File: src/rtl/dice_game_ctrl_if.sv
// Bus between the dice game controller and its surroundings.
// Carries the roll/new-game controls and live dice values into the
// controller, and the latched dice, score and game status back out.
//   master : the side that drives roll/new_game/dice (counter block, bench)
//   slave  : the controller itself
interface dice_game_ctrl_if #(
   parameter int DICE_W     = 3,
   parameter int ROLL_CNT_W = 8
);
   logic                  roll;
   logic                  new_game;
   logic [DICE_W-1:0]     dice1_in;
   logic [DICE_W-1:0]     dice2_in;
   logic [DICE_W-1:0]     dice1_val;
   logic [DICE_W-1:0]     dice2_val;
   logic [3:0]            sum;
   logic [3:0]            point;
   logic                  point_valid;
   logic                  win;
   logic                  lose;
   logic                  busy;
   logic [ROLL_CNT_W-1:0] roll_count;

   modport master (
      output roll, new_game, dice1_in, dice2_in,
      input  dice1_val, dice2_val, sum, point, point_valid,
             win, lose, busy, roll_count
   );

   modport slave (
      input  roll, new_game, dice1_in, dice2_in,
      output dice1_val, dice2_val, sum, point, point_valid,
             win, lose, busy, roll_count
   );
endinterface

File: src/rtl/dice_game_ctrl.sv
// Craps sequencing controller.
// Turns a rising edge of the roll button into one sample of both free-running
// dice counters, scores the roll (come-out / point phase) and keeps the game
// status for the display/LED logic.
// Ports:
//   clk  : system clock, single domain
//   rst  : synchronous active-high reset
//   bus  : dice_game_ctrl_if.slave
//          in : roll (debounced level), new_game (1-cycle pulse),
//               dice1_in/dice2_in (live dice, valid range 1..6)
//          out: dice1_val/dice2_val/sum (last scored roll), point/point_valid,
//               win/lose (held until cleared), busy, roll_count (saturating)
module dice_game_ctrl #(
   parameter int DICE_W     = 3,
   parameter int ROLL_CNT_W = 8
) (
   input  logic                clk,
   input  logic                rst,
   dice_game_ctrl_if.slave     bus
);

   typedef enum logic [2:0] {
      ST_COME_OUT,
      ST_POINT,
      ST_SAMPLE,
      ST_EVAL,
      ST_DONE
   } state_t;

   state_t                state_q, state_d;
   logic                  ret_point_q, ret_point_d;
   logic                  roll_prev_q, roll_prev_d;
   logic [DICE_W-1:0]     dice1_q, dice1_d;
   logic [DICE_W-1:0]     dice2_q, dice2_d;
   logic [3:0]            sum_q, sum_d;
   logic [3:0]            point_q, point_d;
   logic                  point_valid_q, point_valid_d;
   logic                  win_q, win_d;
   logic                  lose_q, lose_d;
   logic [ROLL_CNT_W-1:0] roll_count_q, roll_count_d;

   logic roll_edge;
   logic dice_ok;
   logic clear_game;
   logic is_natural;
   logic is_craps;
   logic is_seven;
   logic hit_point;

   // Decoded conditions shared by the next-state and datapath logic.
   // A counter value of 0 or 7 means the dice block is mid-wrap; such a
   // sample is not a real roll and is retried on the next cycle.
   assign roll_edge  = bus.roll & ~roll_prev_q;
   assign dice_ok    = (bus.dice1_in >= DICE_W'(1)) && (bus.dice1_in <= DICE_W'(6)) &&
                       (bus.dice2_in >= DICE_W'(1)) && (bus.dice2_in <= DICE_W'(6));
   assign clear_game = bus.new_game | ((state_q == ST_DONE) & roll_edge);
   assign is_natural = (sum_q == 4'd7) || (sum_q == 4'd11);
   assign is_craps   = (sum_q == 4'd2) || (sum_q == 4'd3) || (sum_q == 4'd12);
   assign is_seven   = (sum_q == 4'd7);
   assign hit_point  = (sum_q == point_q);

   // State register plus all datapath flops. Reset wins over everything, so a
   // roll caught mid-SAMPLE/EVAL leaves nothing behind.
   always_ff @(posedge clk) begin
      if (rst) begin
         state_q       <= ST_COME_OUT;
         ret_point_q   <= 1'b0;
         roll_prev_q   <= 1'b0;
         dice1_q       <= '0;
         dice2_q       <= '0;
         sum_q         <= '0;
         point_q       <= '0;
         point_valid_q <= 1'b0;
         win_q         <= 1'b0;
         lose_q        <= 1'b0;
         roll_count_q  <= '0;
      end else begin
         state_q       <= state_d;
         ret_point_q   <= ret_point_d;
         roll_prev_q   <= roll_prev_d;
         dice1_q       <= dice1_d;
         dice2_q       <= dice2_d;
         sum_q         <= sum_d;
         point_q       <= point_d;
         point_valid_q <= point_valid_d;
         win_q         <= win_d;
         lose_q        <= lose_d;
         roll_count_q  <= roll_count_d;
      end
   end

   // Next-state logic. new_game overrides any state, which also drops a
   // roll edge arriving in the same cycle. Roll edges seen in SAMPLE/EVAL
   // are simply not looked at, so they are never queued.
   always_comb begin
      state_d = state_q;
      if (bus.new_game) begin
         state_d = ST_COME_OUT;
      end else begin
         case (state_q)
            ST_COME_OUT, ST_POINT: begin
               if (roll_edge) state_d = ST_SAMPLE;
            end
            ST_SAMPLE: begin
               if (dice_ok) state_d = ST_EVAL;
            end
            ST_EVAL: begin
               if (ret_point_q) begin
                  state_d = (hit_point || is_seven) ? ST_DONE : ST_POINT;
               end else begin
                  state_d = (is_natural || is_craps) ? ST_DONE : ST_POINT;
               end
            end
            ST_DONE: begin
               if (roll_edge) state_d = ST_COME_OUT;
            end
            default: state_d = ST_COME_OUT;
         endcase
      end
   end

   // Datapath/output logic. Clearing a game leaves the last dice and sum on
   // display; only the scoring status and roll count are wiped.
   always_comb begin
      ret_point_d   = ret_point_q;
      roll_prev_d   = bus.roll;
      dice1_d       = dice1_q;
      dice2_d       = dice2_q;
      sum_d         = sum_q;
      point_d       = point_q;
      point_valid_d = point_valid_q;
      win_d         = win_q;
      lose_d        = lose_q;
      roll_count_d  = roll_count_q;

      if (clear_game) begin
         point_d       = '0;
         point_valid_d = 1'b0;
         win_d         = 1'b0;
         lose_d        = 1'b0;
         roll_count_d  = '0;
      end else begin
         case (state_q)
            ST_COME_OUT, ST_POINT: begin
               if (roll_edge) ret_point_d = (state_q == ST_POINT);
            end
            ST_SAMPLE: begin
               if (dice_ok) begin
                  dice1_d = bus.dice1_in;
                  dice2_d = bus.dice2_in;
                  sum_d   = 4'(bus.dice1_in) + 4'(bus.dice2_in);
                  if (roll_count_q != {ROLL_CNT_W{1'b1}}) begin
                     roll_count_d = roll_count_q + ROLL_CNT_W'(1);
                  end
               end
            end
            ST_EVAL: begin
               if (ret_point_q) begin
                  if (hit_point)     win_d  = 1'b1;
                  else if (is_seven) lose_d = 1'b1;
               end else begin
                  if (is_natural)    win_d  = 1'b1;
                  else if (is_craps) lose_d = 1'b1;
                  else begin
                     point_d       = sum_q;
                     point_valid_d = 1'b1;
                  end
               end
            end
            default: ;
         endcase
      end
   end

   assign bus.dice1_val   = dice1_q;
   assign bus.dice2_val   = dice2_q;
   assign bus.sum         = sum_q;
   assign bus.point       = point_q;
   assign bus.point_valid = point_valid_q;
   assign bus.win         = win_q;
   assign bus.lose        = lose_q;
   assign bus.busy        = (state_q == ST_SAMPLE) || (state_q == ST_EVAL);
   assign bus.roll_count  = roll_count_q;

endmodule
File: src/flat_wrapper.sv
// flat-port wrapper written by rule: the top's interface ports become plain ports
module dice_game_ctrl_flat 
#(
   parameter int DICE_W     = 3,
   parameter int ROLL_CNT_W = 8
)
  (clk, rst, bus_roll, bus_new_game, bus_dice1_in, bus_dice2_in, bus_dice1_val, bus_dice2_val, bus_sum, bus_point, bus_point_valid, bus_win, bus_lose, bus_busy, bus_roll_count);
  dice_game_ctrl_if #(.DICE_W(DICE_W), .ROLL_CNT_W(ROLL_CNT_W)) bus_i ();
  input  logic clk;
  input  logic rst;
  input wire logic [$bits(bus_i.roll)-1:0] bus_roll;
  input wire logic [$bits(bus_i.new_game)-1:0] bus_new_game;
  input wire logic [$bits(bus_i.dice1_in)-1:0] bus_dice1_in;
  input wire logic [$bits(bus_i.dice2_in)-1:0] bus_dice2_in;
  output wire logic [$bits(bus_i.dice1_val)-1:0] bus_dice1_val;
  output wire logic [$bits(bus_i.dice2_val)-1:0] bus_dice2_val;
  output wire logic [$bits(bus_i.sum)-1:0] bus_sum;
  output wire logic [$bits(bus_i.point)-1:0] bus_point;
  output wire logic [$bits(bus_i.point_valid)-1:0] bus_point_valid;
  output wire logic [$bits(bus_i.win)-1:0] bus_win;
  output wire logic [$bits(bus_i.lose)-1:0] bus_lose;
  output wire logic [$bits(bus_i.busy)-1:0] bus_busy;
  output wire logic [$bits(bus_i.roll_count)-1:0] bus_roll_count;
  assign bus_i.roll = bus_roll;
  assign bus_i.new_game = bus_new_game;
  assign bus_i.dice1_in = bus_dice1_in;
  assign bus_i.dice2_in = bus_dice2_in;
  assign bus_dice1_val = bus_i.dice1_val;
  assign bus_dice2_val = bus_i.dice2_val;
  assign bus_sum = bus_i.sum;
  assign bus_point = bus_i.point;
  assign bus_point_valid = bus_i.point_valid;
  assign bus_win = bus_i.win;
  assign bus_lose = bus_i.lose;
  assign bus_busy = bus_i.busy;
  assign bus_roll_count = bus_i.roll_count;
  dice_game_ctrl #(.DICE_W(DICE_W), .ROLL_CNT_W(ROLL_CNT_W)) u_core (.clk(clk), .rst(rst), .bus(bus_i));
endmodule
File: config.mk
export PLATFORM = sky130hd
export DESIGN_NAME = dice_game_ctrl_flat
export DESIGN_NICKNAME = d
export VERILOG_FILES = /design/src/rtl/dice_game_ctrl_if.sv /design/src/rtl/dice_game_ctrl.sv /design/src/flat_wrapper.sv
export SDC_FILE = /design/constraint.sdc
export NUM_CORES = 1
export LEC_CHECK = 0
export CAP_MARGIN = 5
export CORE_ASPECT_RATIO = 2
export CORE_MARGIN = 5
export CORE_UTILIZATION = 46
export CTS_BUF_LIST = sky130_fd_sc_hd__clkbuf_4
export DETAILED_ROUTE_END_ITERATION = 6
export GPL_TIMING_DRIVEN = 0
export PLACE_DENSITY = 0.77
export SKIP_CTS_REPAIR_TIMING = 1
export SLEW_MARGIN = 20
export SYNTH_ARGS = -nofsm -noshare
export SYNTH_HDL_FRONTEND = slang
export SYNTH_SLANG_ARGS = --single-unit
export TNS_END_PERCENT = 50
File: constraint.sdc
create_clock -name clk -period 1.66 [get_ports clk]
set_input_delay 0.332 -clock clk [delete_from_list [all_inputs] [get_ports clk]]
set_output_delay 0.332 -clock clk [all_outputs]
set_load 0.1 [all_outputs]
Word-level counts from Yosys, hierarchy flattened --
Index checks and enable logic that the tools add are counted.
Storage, ports and cells: register bits 30, latch bits 0, bits in writable memories 0, ROM bits 0, input bits 10, logic and storage cells 80, memories 0
Cells by class: add/sub/neg operators 2, multiply operators 0, div/mod/pow operators 0, $lt $le $gt $ge 4, equal/unequal tests 18, shift operators 0, muxes and demuxes 15, bitwise logic cells 8, reduce and logical (&&, ||, !) cells 22
Operator list (count):
- 2-to-1 mux 3 bit | 6
- AND reduction 3 bit | 5
- one-hot mux 3 bit (4 select lines) | 1
- adder 8 x 1 -> 8 bit, second input constant | 1
- == test 4 x 2 -> 1 bit, second input constant | 2
- == test 4 bit, second input constant | 2
- 2-to-1 mux 1 bit | 8
- inequality test 2 x 1 -> 1 bit, second input constant | 4
- inequality test 8 bit, second input constant | 1
- == test 3 x 2 -> 1 bit, second input constant | 2
- greater-or-equal comparator 3 x 1 -> 1 bit, second input constant | 2
- less-or-equal comparator 3 bit, second input constant | 2
- logical OR 1 bit | 6
- inequality test 2 bit, second input constant | 3
- OR reduction 2 bit | 3
- inverter 1 bit | 5
- AND reduction 5 bit | 1
- adder 3 x 3 -> 4 bit | 1
- == test 4 x 3 -> 1 bit, second input constant | 1
- == test 4 bit | 1
- AND reduction 4 bit | 1
- nonzero test 2 bit | 2
- == test 3 x 1 -> 1 bit, second input constant | 1
- == test 3 bit, second input constant | 1
- 4 further kinds | 7

Logic depth before layout (Yosys ltp) --
Gate-level depths: netlist (run 1).
depth in word-level cells 7, gate-level depth with buffers 7, gate-level depth less buffers 6

Least setup slack after synthesis (run 1) --
Ideal clock, no wire load.
kind reg2reg, start reg u_core.sum_q[3], in the netlist u_core.bus.sum[3], end reg u_core.point_q[0], in the netlist u_core.bus.point[0], setup time 0.130 ns, arrival 2.274 ns, data required time 1.530 ns, setup slack -0.744 ns, cell stages (with the launch flop) 8, clock period less this slack 2.404 ns, path through dfxtp_1 -> clkbuf_1 -> nand2b_1 -> o2bb2ai_1 -> a2111o_1 -> clkbuf_1 -> mux2i_1 -> nor2_1
Between the ends: word-level cells in the longest chain between the ends 5
RTL lines:
- from (decl) | line dice_game_ctrl.sv:35 | logic [3:0] sum_q, sum_d;
- from (signal assigned) | line dice_game_ctrl.sv:83 | sum_q <= sum_d;
- == test 4 x 2 -> 1 bit | line dice_game_ctrl.sv:58 | assign is_craps = (sum_q == 4'd2) || (sum_q == 4'd3) || (sum_q == 4'd12);
- logical OR 1 bit (2 in series) | line dice_game_ctrl.sv:58
- inverter 1 bit (no line)
- AND reduction 4 bit (no line) (*)
- to (signal assigned) | line dice_game_ctrl.sv:84 | point_q <= point_d;
- to (decl) | line dice_game_ctrl.sv:36 | logic [3:0] point_q, point_d;
Mark *: on every way between the ends. The rest lies on a longest branch, timed or not. A chain may end at the register's enable or synchronous reset.

Worst setup path after layout (run 1) --
start reg u_core.state_q[1], end reg u_core.roll_count_q[5], in the netlist u_core.bus.roll_count[5]
Between the ends: word-level cells in the longest chain between the ends 4
RTL lines:
- from (decl) | line dice_game_ctrl.sv:30 | state_t state_q, state_d;
- from (signal assigned) | line dice_game_ctrl.sv:78 | state_q <= state_d;
- == test 3 bit | line dice_game_ctrl.sv:56 | assign clear_game = bus.new_game | ((state_q == ST_DONE) & roll_edge);
- AND 1 bit | line dice_game_ctrl.sv:56
- bitwise OR 1 bit | line dice_game_ctrl.sv:56
- OR reduction 2 bit (no line)
- to (signal assigned) | line dice_game_ctrl.sv:88 | roll_count_q <= roll_count_d;
- to (decl) | line dice_game_ctrl.sv:40 | logic [ROLL_CNT_W-1:0] roll_count_q, roll_count_d;
Parallel ways exist; a longest one is shown, timed or not.

==> key figures, run 1 <==
Timing
  – Final setup viols: 8
  – Setup WS post-layout: -0.164 ns
  – Fin crit share: 110%
  – Hold_ws: 0.302 ns
  – Unrepaired setup endpoints after global routing: yes
  – Final Max Tran Viols: 0
  – Worst-Margin Slew: 0.555 ns
  – Tmin final: 1.82 ns
  – Slew margin rel.: 63.2%
  – Fmax: 0.548 GHz
  – Worst Skew: 0.0157 ns
  – Final Hold Vio Count: 0

Logic synthesis
  – Synth Flop Type: dfxtp_1
  – Multiplexer share of the synthesized area: 4.54%
  – Simple-Gate Fraction of Synth Area: 23.4%
  – EDFF count, synth: 0
  – Synth Area in Compound Gates: 19.9%
  – Synthesized area: 0.00154 mm²
  – Cells after Synth: 180
  – Asr flop ratio synth: 0%
  – Synth Area in Adders: 4.54%
  – XOR/XNOR Fraction of Synth Area: 3.41%
  – Syn_nets: 195
  – Library cells used by synthesis: 43
  – FF+latch count, synth: 30
  – Post-synthesis sequential area ratio: 38.9%
  – Main combinational cell family by area after synthesis: simple AND/OR/NAND/NOR gates
  – Avg Inst Size Synth: 8.57 µm²
  – Yosys warning total: 0

Cells and area
  – Fillers: 290
  – Commonest non-fill, non-tap cell in the layout: clkbuf_2
  – Layout area overhead: 29.4%
  – # diodes: 0
  – Final core occ: 62.5%
  – Share of cells above drive strength 1: 31.6%
  – # nets final: 239
  – Commonest non-fill, non-tap cells in the layout: clkbuf_2, dfxtp_1, a21oi_1

Place
  – Port bufs: 35
  – Gpl congestion: 0.777
  – HPWL after detailed placement: 3110 µm

CTS
  – Clock Pin Slew Worst Setup and Hold Paths: 0.11 ns
  – CTS tree: done
  – Clk_lat worst skew: 0.35 ns
  – CTS max path bufs: 2
  – CTS buffer count: 5
  – Clock tree root buffer cell: clkbuf_4
  – # clock sinks: 30
  – # H-tree levels: 2

Run
  – # Max-Cap Violations: 0

Critical path
  – Critical Path, Cell by Cell: nor2b_4 > nand2b_4 > or3_4 > buf_6 > or4_4 > a21oi_2
  – Worst setup SP type: flop
  – Slowest cell on crit path: or4_4
  – Critical path type: reg2reg
  – Crit path largest cell delay: 0.48 ns
  – Crit-path max FO: 10
  – Crit path required time: 1.94 ns
  – Crit. End Element: flop
  – Critical Path AT: 2.10 ns

Floorplanning
  – Initial Util: 48.3%
  – # rows: 29
  – Ports: 36
  – Core ar.: 0.00319 mm²
  – Width of the chip: 51.0 µm
  – Die H: 91.9 µm
  – Die area: 0.00468 mm²

Drt
  – Number of routed nets with antenna violations: 0
  – Via density: 6.03
  – Routed vias: 1543
  – DRT Wirelength: 4120 µm
  – Initial drt markers: 38
  – Avg WL per Cell: 16.1 µm
  – First-pass iteration count of the detailed router: 4
  – Drt drc: 0

Global route
  – Gr ovfl total: 0
  – First-pass GRT wire length: 6460 µm
  – Largest net degree at the start of global routing: 12
  – Vias in the first global route: 1486
  – Initial antenna violation count: 0
  – Total track usage: 17.6%

Outcome
  – Failing checks: negative setup slack
  – Outcome: finished, violations left

Pwr
  – Peak supply drop: 0.679 mV
  – Static leakage: 0.820 nW
  – Power Density: 768 mW/mm²
  – Total power: 0.00153 W

Hold path
  – Class of the worst hold path: in2reg
## power breakdown
| part | leakage [nW] | internal (W) | switching [W] |
|---|---|---|---|
| clock network | 0.0417 | 0.000317 | 0.000288 |
| registers | 0.250 | 0.000724 | 0.00000544 |
| logic | 0.528 | 0.0000711 | 0.000128 |
| total | 0.820 | 0.00111 | 0.000422 |
## cell usage after synthesis, types with 3 or more instances
cell type | n | area share [%]
a211oi_1 | 3 | 1.5
a21oi_1 | 17 | 5.5
clkbuf_1 | 9 | 2.2
dfxtp_1 | 30 | 39
ha_1 | 4 | 3.2
inv_1 | 7 | 1.7
mux2i_1 | 7 | 4.5
nand2_1 | 13 | 3.2
nand3_1 | 6 | 1.9
nor2_1 | 14 | 3.4
nor2b_1 | 3 | 1.2
nor3_1 | 6 | 1.9
o21ai_0 | 10 | 3.2
o31ai_1 | 3 | 1.5
or3_1 | 5 | 2.0
xnor2_1 | 6 | 3.4
## per-stage QoR
stage	area [µm²]	TNS (ns)	setup slack, ns	std cells
detailed placement	1960	-19.47	-0.920	246
floorplan	1570	-7.01	-0.493	180
global placement	1960	-18.11	-0.832	246
finish	2000	-0.564	-0.164	256
global route	2000	-1.68	-0.220	256
CTS	2040	-21.06	-0.789	254
## critical path, delay by kind of cell (launching register included)
family                 cells  cell delay [ns]
buffers and inverters      1             0.15
DFF                        1             0.35
and+or+nand+nor            4             1.14
AOI/OAI and AO/OA          1             0.12
## cell families (layout without fill, tap and decap cells)
group / count (synthesis) / in the layout
xor+xnor: 6 / 6
mux: 7 / 7
buf+inv: 19 / 64
fa+ha+maj: 5 / 5
compound gates: 48 / 48
simple gates: 65 / 65
flops: 30 / 30
## per-layer routing
metal  global-route usage [%]  wire length [µm]  vias up
li1                         -                 -      741
met1                     15.7              1400      741
met2                     33.7              2360       52
met3                     5.19               261        9
met4                     8.32                99        0
met5                        0                 0        -
## flip-flops by register name (all words and copies together) (netlist names)
register / flops
u_core.bus.point: 4
u_core.bus.roll_count: 8
u_core.bus.point_valid: 1
u_core.bus.dice1_val: 3
u_core.bus.win: 1
u_core.ret_point_q: 1
u_core.bus.dice2_val: 3
u_core.state_q: 3
u_core.bus.sum: 4
u_core.bus.lose: 1
u_core.roll_prev_q: 1
## layout make-up
cell class | count | area [µm²] | area share (%)
Buffer | 10 | 57.6 | 2.88
Clock buffer | 5 | 37.5 | 1.88
Clock inverter | 3 | 43.8 | 2.19
Inverter | 7 | 26.3 | 1.32
Multi-Input combinational cell | 131 | 897 | 44.9
Sequential cell | 30 | 624 | 31.3
Tap cell | 31 | 38.8 | 1.94
Timing Repair Buffer | 39 | 272 | 13.6
## worst paths after layout
check	startpoint	to	slack [ns]	depth (start not counted)
hold / removal	bus_dice2_in[0]	u_core.bus.dice2_val[0]	0.30	3
setup / recovery	u_core.state_q[1]	u_core.bus.roll_count[5]	-0.16	6
hold reg to reg	u_core.bus.point_valid	u_core.bus.point_valid	0.46	2
setup reg to reg	u_core.state_q[1]	u_core.bus.roll_count[5]	-0.16	6
Power figures use the tool's default switching activity.
==> run 2: changes to the inputs <==
--- a/config.mk
+++ b/config.mk
@@ -14,7 +14,7 @@
 export GPL_TIMING_DRIVEN = 0
 export PLACE_DENSITY = 0.77
 export SKIP_CTS_REPAIR_TIMING = 1
-export SLEW_MARGIN = 20
+export SLEW_MARGIN = 25
 export SYNTH_ARGS = -nofsm -noshare
 export SYNTH_HDL_FRONTEND = slang
 export SYNTH_SLANG_ARGS = --single-unit
==> results of run 2 <==
Final layout, timing and power as in run 1 (identical DEF).
==> run 3: changes to the inputs <==
--- a/config.mk
+++ b/config.mk
@@ -5,14 +5,15 @@
 export SDC_FILE = /design/constraint.sdc
 export NUM_CORES = 1
 export LEC_CHECK = 0
+export ABC_AREA = 1
 export CAP_MARGIN = 5
 export CORE_ASPECT_RATIO = 2
 export CORE_MARGIN = 5
-export CORE_UTILIZATION = 46
+export CORE_UTILIZATION = 47
 export CTS_BUF_LIST = sky130_fd_sc_hd__clkbuf_4
 export DETAILED_ROUTE_END_ITERATION = 6
 export GPL_TIMING_DRIVEN = 0
-export PLACE_DENSITY = 0.77
+export PLACE_DENSITY = 0.79
 export SKIP_CTS_REPAIR_TIMING = 1
 export SLEW_MARGIN = 25
 export SYNTH_ARGS = -nofsm -noshare
==> key figures, run 3 <==
Logic synthesis
  – Synth Flop Type: dfxtp_1
  – Simple-Gate Fraction of Synth Area: 35.9% (+12 points)
  – Asr flop ratio synth: 0% (unchanged)
  – XOR/XNOR Fraction of Synth Area: 4.99% (+1.6 points)
  – Multiplexer share of the synthesized area: 0% (-4.5 points)
  – Cells after Synth: 241 (+34%)
  – Post-synth top cells: nand2_1, nor2_1, dfxtp_1
  – FF+latch count, synth: 30 (unchanged)
  – Most frequent cell after synthesis: nand2_1
  – EDFF count, synth: 0 (unchanged)
  – Leading area contributor after synthesis: dfxtp_1
  – Main combinational cell family by area after synthesis: simple AND/OR/NAND/NOR gates
  – Synthesized area: 0.00158 mm² (+2.4%)
  – Synth Area in Adders: 4.43% (-0.11 points)
  – Library cells used by synthesis: 23 (-47%)
  – Post-synthesis sequential area ratio: 38.0% (-0.92 points)
  – Synth Area in Compound Gates: 8.71% (-11 points)
  – Avg Inst Size Synth: 6.56 µm² (-23%)
  – Top-area cell type share of the netlist area: 38.0% (-0.92 points)
  – Yosys warning total: 0 (unchanged)
  – Ranking of synthesized cells by area: dfxtp_1, nand2_1, nor2_1
  – Syn_nets: 256 (+31%)

Run
  – # Max-Cap Violations: 0 (unchanged)

Floorplanning
  – Core ar.: 0.00323 mm² (+1.1%)
  – Ports: 36 (unchanged)
  – Die area: 0.00469 mm² (+0.21%)
  – Width of the chip: 51 µm (about the same)
  – # rows: 29 (unchanged)
  – Die H: 92 µm (+0.11%)
  – Initial Util: 48.9% (+0.62 points)

Place
  – HPWL after detailed placement: 2760 µm (-11%)
  – Pre-CTS WS: -0.356 ns (+0.565 ns)
  – Port bufs: 35 (unchanged)
  – Gpl congestion: 0.791 (+1.8%)

Cells and area
  – Commonest non-fill, non-tap cell in the layout: nand2_1
  – Sequential cell area: 621 µm² (-0.60%)
  – Max reg flops: 8 (unchanged)
  – # nets final: 298 (+25%)
  – Multi-input gate area: 856 µm² (-4.6%)
  – Share of cells above drive strength 1: 21.5% (-10 points)
  – Commonest non-fill, non-tap cells in the layout: nand2_1, nor2_1, clkbuf_2
  – # diodes: 0 (unchanged)
  – Fillers: 330 (+14%)
  – Layout area overhead: 21.9%

Critical path
  – Reg2reg end: u_core.bus.roll_count[0]
  – Critical Path AT: 1.23 ns (-0.87 ns)
  – Critical Path, Cell by Cell: inv_2 > nor2_4 > clkbuf_4
  – Crit. End Element: output pin
  – Crit path largest cell delay: 0.36 ns (-0.12 ns)
  – Crit-path max FO: 4 (-6)
  – Worst r2r src: u_core.bus.roll_count[0]
  – Slowest cell on crit path: dfxtp_1
  – Crit path required time: 1.33 ns (-0.61 ns)
  – Worst R2R Path Depth: 9 (+3)
  – R2r setup slk: 0.17 ns (+0.33 ns)
  – Critical path type: reg2out
  – Worst setup SP type: flop

Global route
  – Total track usage: 16.2% (-1.5 points)
  – Gr ovfl total: 0 (unchanged)
  – Vias in the first global route: 1457 (-2.0%)
  – Initial antenna violation count: 0 (unchanged)
  – First-pass GRT wire length: 5930 µm (-8.2%)
  – Largest net degree at the start of global routing: 11 (-1)

Drt
  – Routed vias: 1572 (+1.9%)
  – First-pass iteration count of the detailed router: 4 (unchanged)
  – Avg WL per Cell: 10.8 µm (-33%)
  – Via density: 4.99 (-17%)
  – Drt drc: 0 (unchanged)
  – Initial drt markers: 19 (-50%)
  – DRT Wirelength: 3410 µm (-17%)
  – Number of routed nets with antenna violations: 0 (unchanged)

Timing
  – Worst-Margin Slew: 0.547 ns (-0.00713 ns)
  – Worst Skew: 0.0105 ns (-0.00521 ns)
  – Final Hold Vio Count: 0 (unchanged)
  – Fmax: 0.641 GHz (+17%)
  – Fin crit share: 94.0% (-16 points)
  – Final setup viols: 0 (-8)
  – Setup WS post-layout: 0.0997 ns (+0.263 ns)
  – Tmin final: 1.56 ns (-0.263 ns)
  – Final Max Tran Viols: 0 (unchanged)
  – Slew margin rel.: 63.7% (+0.47 points)

Pwr
  – Total power: 0.00140 W (-8.8%)
  – Static leakage: 0.894 nW (+9.0%)
  – Power Density: 726 mW/mm² (-5.4%)
  – Peak supply drop: 0.525 mV (-23%)

Hold path
  – Min-delay src: u_core.bus.win
  – Class of the worst hold path: reg2reg
  – Hold Crit Depth: 2 (-1)
  – Hold Path End: u_core.bus.win

Outcome
  – Outcome: finished clean

CTS
  – CTS max path bufs: 2 (unchanged)
  – Clock tree root buffer cell: clkbuf_4
  – CTS buffer count: 5 (unchanged)
  – Clock Pin Slew Worst Setup and Hold Paths: 0.09 ns (-0.02 ns)
  – # clock sinks: 30 (unchanged)
  – # H-tree levels: 2 (unchanged)
  – CTS tree: done
  – Clk_lat worst skew: 0.33 ns (-0.02 ns)
## run 3: metrics by stage
step	setup TNS (ns)	instances	utilization (%)	cell area [µm²]	hold slack, ns
after floorplan	-1.62	241	-	1600	0.403
after global placement	-9.40	307	61.6	1990	0.438
after detailed placement	-9.72	307	61.6	1990	0.444
after CTS	-13.84	315	63.5	2050	0.456
after global routing	-0.0123	315	59.7	1930	0.478
final	0	315	59.7	1930	0.455
## run 3: logic make-up (layout without fill, tap and decap cells)
family / after synthesis / after routing
xor+xnor: 9 / 9
fa+ha+maj: 5 / 5
buf+inv: 33 / 76
compound gates: 26 / 26
simple gates: 138 / 138
flops: 30 / 30
## run 3: final cells by class
| cell class | count | area share, % |
|---|---|---|
| Sequential cell | 30 | 32.2 |
| Tap cell | 31 | 2.01 |
| Multi-Input combinational cell | 178 | 44.4 |
| Clock buffer | 8 | 3.12 |
| Timing Repair Buffer | 35 | 11.6 |
| Inverter | 31 | 6.04 |
| Buffer | 2 | 0.649 |
## run 3: how the worst max path moves through the flow
stage,slack [ns],endpoint,depth (start not counted),from
2_1_floorplan,-0.12,u_core.bus.sum[3],10,u_core.state_q[1]
3_3_place_gp,-0.35,bus_busy,3,u_core.state_q[1]
3_5_place_dp,-0.36,bus_busy,3,u_core.state_q[1]
4_1_cts,-0.73,bus_busy,3,u_core.state_q[1]
5_1_grt,-0.01,u_core.bus.dice1_val[1],10,bus_dice1_in[1]
6_report,0.1,bus_busy,3,u_core.state_q[1]
## run 3: power by group
| part | internal (W) | switching [W] |
|---|---|---|
| clock | 0.000217 | 0.000237 |
| sequential | 0.000727 | 0.0000102 |
| combinational | 0.0000658 | 0.000142 |
| total | 0.00101 | 0.000389 |
## run 3: worst max-delay path: cells and delay by family, from the launching register on
kind / cells / cell delay, ns
flip-flops: 1 / 0.36
AND/OR/NAND/NOR: 1 / 0.13
buffers and inverters: 2 / 0.41
## run 3: metal layers
layer / GRT usage, % / share of wire [%]
met1: 14.5 / 36
met2: 31.3 / 57
met3: 3.73 / 4.4
met4: 8.54 / 2.3
met5: 0 / 0
